## src/rtl/divider_sequencer.sv

```systemverilog
// Iterative RV32M divide unit: restoring shift-subtract over WIDTH cycles, with
// fast paths for divide-by-zero and signed overflow, and a stall handshake to the hazard unit.
module divider_sequencer #(
    parameter int WIDTH = 32
) (
    input  logic             clk,
    input  logic             resetn,
    input  logic             StartE,
    input  logic [1:0]       DivOpE,
    input  logic [WIDTH-1:0] SrcAE,
    input  logic [WIDTH-1:0] SrcBE,
    input  logic             FlushE,
    input  logic             Stall,
    output logic             DivBusyE,
    output logic             DivValidE,
    output logic [WIDTH-1:0] DivResultE
);

    localparam int CW = $clog2(WIDTH);

    localparam logic [1:0] IDLE = 2'd0;
    localparam logic [1:0] CALC = 2'd1;
    localparam logic [1:0] DONE = 2'd2;

    function automatic logic [WIDTH-1:0] neg2(input logic [WIDTH-1:0] v);
        return ~v + WIDTH'(1);
    endfunction

    logic [1:0]       state;
    logic [CW-1:0]    cnt;
    logic [WIDTH:0]   rem;
    logic [WIDTH-1:0] quo;
    logic [WIDTH-1:0] dvsr;
    logic             neg_q;
    logic             neg_r;
    logic             op_rem;

    logic             signed_op;
    logic             is_rem;
    logic             a_neg;
    logic             b_neg;
    logic [WIDTH-1:0] a_abs;
    logic [WIDTH-1:0] b_abs;
    logic             div_zero;
    logic             ovf;
    logic [WIDTH-1:0] special_res;
    logic [WIDTH:0]   shifted;
    logic [WIDTH:0]   trial;
    logic [WIDTH:0]   rem_nxt;
    logic [WIDTH-1:0] quo_nxt;
    logic [WIDTH-1:0] final_res;

    // Operand decode for the acceptance cycle in IDLE
    always_comb begin
        signed_op   = ~DivOpE[0];
        is_rem      = DivOpE[1];
        a_neg       = signed_op & SrcAE[WIDTH-1];
        b_neg       = signed_op & SrcBE[WIDTH-1];
        a_abs       = a_neg ? neg2(SrcAE) : SrcAE;
        b_abs       = b_neg ? neg2(SrcBE) : SrcBE;
        div_zero    = (SrcBE == '0);
        ovf         = signed_op & (SrcAE == {1'b1, {(WIDTH-1){1'b0}}}) & (SrcBE == '1);
        special_res = '0;
        if (div_zero)
            special_res = is_rem ? SrcAE : '1;
        else
            special_res = is_rem ? '0 : SrcAE;
    end

    // One restoring step; the extra remainder bit makes trial[WIDTH] the borrow
    always_comb begin
        shifted   = {rem[WIDTH-1:0], quo[WIDTH-1]};
        trial     = shifted - {1'b0, dvsr};
        rem_nxt   = trial[WIDTH] ? shifted : trial;
        quo_nxt   = {quo[WIDTH-2:0], ~trial[WIDTH]};
        final_res = op_rem ? (neg_r ? neg2(rem_nxt[WIDTH-1:0]) : rem_nxt[WIDTH-1:0])
                           : (neg_q ? neg2(quo_nxt) : quo_nxt);
    end

    always_ff @(posedge clk or negedge resetn) begin
        if (!resetn) begin
            state      <= IDLE;
            cnt        <= '0;
            rem        <= '0;
            quo        <= '0;
            dvsr       <= '0;
            neg_q      <= 1'b0;
            neg_r      <= 1'b0;
            op_rem     <= 1'b0;
            DivResultE <= '0;
        end else begin
            case (state)
                IDLE: begin
                    if (StartE && !FlushE) begin
                        if (div_zero || ovf) begin
                            DivResultE <= special_res;
                            state      <= DONE;
                        end else begin
                            dvsr   <= b_abs;
                            quo    <= a_abs;
                            rem    <= '0;
                            neg_q  <= signed_op & (SrcAE[WIDTH-1] ^ SrcBE[WIDTH-1]);
                            neg_r  <= a_neg;
                            op_rem <= is_rem;
                            cnt    <= CW'(WIDTH - 1);
                            state  <= CALC;
                        end
                    end
                end
                CALC: begin
                    // A dropped StartE here can only come from a flush; treat it as abort
                    if (FlushE || !StartE) begin
                        state <= IDLE;
                    end else begin
                        rem <= rem_nxt;
                        quo <= quo_nxt;
                        cnt <= cnt - CW'(1);
                        if (cnt == '0) begin
                            DivResultE <= final_res;
                            state      <= DONE;
                        end
                    end
                end
                DONE: begin
                    if (FlushE || !Stall)
                        state <= IDLE;
                end
                default: state <= IDLE;
            endcase
        end
    end

    // Busy is combinational so the acceptance cycle already stalls the pipeline
    assign DivBusyE  = resetn & StartE & ~FlushE & (state != DONE);
    assign DivValidE = (state == DONE);

endmodule

```

## config.mk

```make
export PLATFORM = sky130hd
export DESIGN_NAME = divider_sequencer
export DESIGN_NICKNAME = d
export VERILOG_FILES = /design/src/rtl/divider_sequencer.sv
export SDC_FILE = /design/constraint.sdc
export NUM_CORES = 1
export LEC_CHECK = 0
export ABC_CLOCK_PERIOD_IN_PS = 5900
export CORE_MARGIN = 2
export CORE_UTILIZATION = 30
export DETAILED_ROUTE_END_ITERATION = 6
export PLACE_DENSITY = 0.45
export SETUP_SLACK_MARGIN = 0.2
export SLEW_MARGIN = 10
export SYNTH_ARGS = -nofsm -noshare
export SYNTH_HDL_FRONTEND = slang
export SYNTH_SLANG_ARGS = --single-unit
```

## constraint.sdc

```tcl
create_clock -name clk -period 5.9 [get_ports clk]
set_input_delay 1.475 -clock clk [delete_from_list [all_inputs] [get_ports clk]]
set_output_delay 1.475 -clock clk [all_outputs]
set_load 0.005 [all_outputs]
```

==> impl_metrics.ini <==
[route]
via_count = 11000
route.met2.wl_microns = 18500
detail_route.wl_per_cell_microns = 18.9
drt_wl_total_microns = 39400
viasPerCell = 5.29
dr_wl_met3_microns = 1340
dr.pass1.iters = 5
drtAntennaViolNets = 0
drc_errors = 0
met1Wirelength_microns = 18700
top_layer = met4
dr.first_iter.drc_count = 650

[critical_path]
start_kind = input pin
crit_type = in -> reg
crit_arrival_ns = 5.52
cp_max_fo = 26
crit_required_ns = 6.22
crit_path_end_kind = register
r2r_end = DivResultE[26]$_DFFE_PN0P_
reg2reg_setup_slack_ns = 0.77
reg2regPathDepth = 21
reg2reg_from = quo[31]$_DFFE_PN0P_

[global_route]
grt_overflow_total = 0
grt_max_degree = 76
first_global_vias = 10900
grtUsageTotal_pct = 20.5
grt_pass1_wl_microns = 62400
antenna_found_initial = 0

[final_layout]
layout-drive-gt1-share_pct = 6.35
n_antenna_cell = 0
design_area_sq_mm = 0.0137
layout-area-overhead-vs-synth_pct = 20.4
nets = 1674
utilization_pct = 36.6

[sta]
rsz0062_at_grt = no
clock.fmax_mhz = 192
hold_violations = 0
finalClockSkew_ns = 0.0141
fin_crit_ns = 5.20
setup_viol = 0
whs_ns = 0.497
drv_slew = 0
worst_pin_slew_ns = 1.06
fin_setup_tns_ns = 0
max_slew_margin_pct = 28.9
timing.final.crit_share_pct = 88.1

[clocking]
cts_setup_buffers = 0
clockBufferDepth = 2
cts.repair.resized = 0
cts_htree_levels = 4
cts_tree = done
clk-insertion-delay-late_ns = 0.44
hold_buffers = 0
cts.sinks = 138
clk_pin_slew_worst_paths_ns = 0.06
cts_buffers = 17
root_buffer = clkbuf_16

[status]
status = finished, final reports clean

[floorplanning]
io_pins = 105
initial_utilization_pct = 30.4
core_sq_mm = 0.0375
fp.dieH_microns = 199
dieArea_sq_mm = 0.0395
std_cell_rows = 71
die-width_microns = 199

[yosys]
async_reset_ff_share_pct = 100
synth.most_common_cell = nand2_1
netlist_area_sq_mm = 0.0114
ys_warn_count = 0
synth_cells = 1492
yosysSeqAreaShare_pct = 30.3
ys.flop_type = dfrtp_1
synth.distinct_cells = 77
synth_top_area_cell = dfrtp_1
synth_top_cell_area_share_pct = 30.3
synth_edf_count = 0
ys_ff_latch = 138
syn-num-nets = 1603
syn_area_per_cell_sq_um = 7.63
synth.area.top_cells = dfrtp_1 30%, o21ai_0 8.3%, a21oi_1 6.7%, nand2_1 6.5%, xor2_1 6.3%
yosys-top-cells-count = 196 x nand2_1, 189 x o21ai_0, 153 x a21oi_1

[place]
dpl.hpwl_microns = 30500
io_buffers = 104
place.gp.congestion = 0.832
dpl_cell_area_sq_mm = 0.0130

[hold_path]
holdPathEnd = DivResultE[26]$_DFFE_PN0P_
min-delay-start = DivResultE[26]$_DFFE_PN0P_
hold_class = reg -> reg
min_path_cells = 2

[power_and_ir_drop]
ir_drop_mv = 0.205
leakagePower_nw = 5.68
fin_total_pwr_w = 0.00322
power.density_mw_per_mm2 = 235

[flow_run]
max-cap-violations = 0
## worst max-delay path: stages
cell and delay [ns]:
clkdlybuf4s50_1 0.49, or4_1 0.60, nor4_1 0.45, nor4b_1 0.45, and4b_1 0.32, nand3b_1 0.28
a21oi_1 0.52, o21ai_4 0.23, buf_4 0.30, o41ai_1 0.40
## where the power goes
part | switching [W] | internal, W | total, W
sequential | 0.0000753 | 0.00103 | 0.00110
combinational | 0.000557 | 0.000335 | 0.000892
clock | 0.000449 | 0.000777 | 0.00123
total | 0.00108 | 0.00214 | 0.00322
## routing by layer
| layer | vias up | track usage [%] |
|---|---|---|
| li1 | 5464 | - |
| met1 | 5327 | 28.0 |
| met2 | 211 | 33.8 |
| met3 | 45 | 2.29 |
| met4 | 0 | 6.47 |
| met5 | - | 0 |
## flip-flops by register name (all words and copies together), names as in the netlist
signal,cells
neg_r,1
dvsr,32
rem,32
DivResultE,32
neg_q,1
cnt,5
quo,32
state,2
op_rem,1
## worst max-delay path by stage
stage	from	end	slack, ns	depth (start not counted)
6_report	SrcBE[13]	DivResultE[26]$_DFFE_PN0P_	0.70	10
5_1_grt	SrcBE[13]	DivResultE[21]$_DFFE_PN0P_	0.29	12
4_1_cts	SrcBE[12]	DivResultE[26]$_DFFE_PN0P_	0.77	10
3_5_place_dp	SrcBE[12]	DivResultE[30]$_DFFE_PN0P_	0.33	12
2_1_floorplan	quo[31]$_DFFE_PN0P_	DivResultE[22]$_DFFE_PN0P_	0.63	23
3_3_place_gp	SrcBE[13]	DivResultE[25]$_DFFE_PN0P_	0.48	12
## cell families (layout without fill, tap and decap cells)
group                      count (synthesis)  in the layout  synth area share, %
AOI/OAI and AO/OA                        492            492                 25.9
buffers and inverters                    148            232                 5.08
xor gates and xnor gates                 141            141                 10.8
adders and majority gates                 40             40                 4.46
DFF                                      138            138                 30.3
muxes                                     33             33                 3.00
and+or+nand+nor                          500            500                 20.4
## final cells by class
type | instances | area (sq um)
flip-flops and latches | 138 | 3450
fillers | 4034 | 23800
well taps | 511 | 639
clock inverters | 9 | 159
clock buffers | 23 | 508
inverters | 61 | 229
multi-input cells | 1206 | 7390
repair buffers | 139 | 1330
## stage by stage
stage | std cells | worst slack (ns)
after floorplan | 1492 | 0.629
after global routing | 2087 | 0.292
after detailed placement | 2055 | 0.326
final | 2087 | 0.700
after global placement | 2055 | 0.478
after CTS | 2087 | 0.766
## placed cells by master (no fill, tap or decap), types with 8 or more instances in the layout
cell and instances:
nor4_1 23, ha_1 39, or4_1 10, a31oi_1 15, mux2_2 9, nor2b_1 9, clkdlybuf4s50_1 103, o31ai_1 24
a21o_1 13, o41ai_1 14, inv_1 61, o211ai_1 15, nand2b_1 18, dfrtp_1 138, xor2_1 82, o21a_1 8
xnor2_1 59, nand3_1 14, buf_4 33, nor2_1 126, nand2_1 196, nand4_1 18, clkbuf_16 17, o21ai_0 189
mux2i_1 24, a21oi_1 153, nor3_1 32, or3_1 15
(Power assumes the default switching activity.)
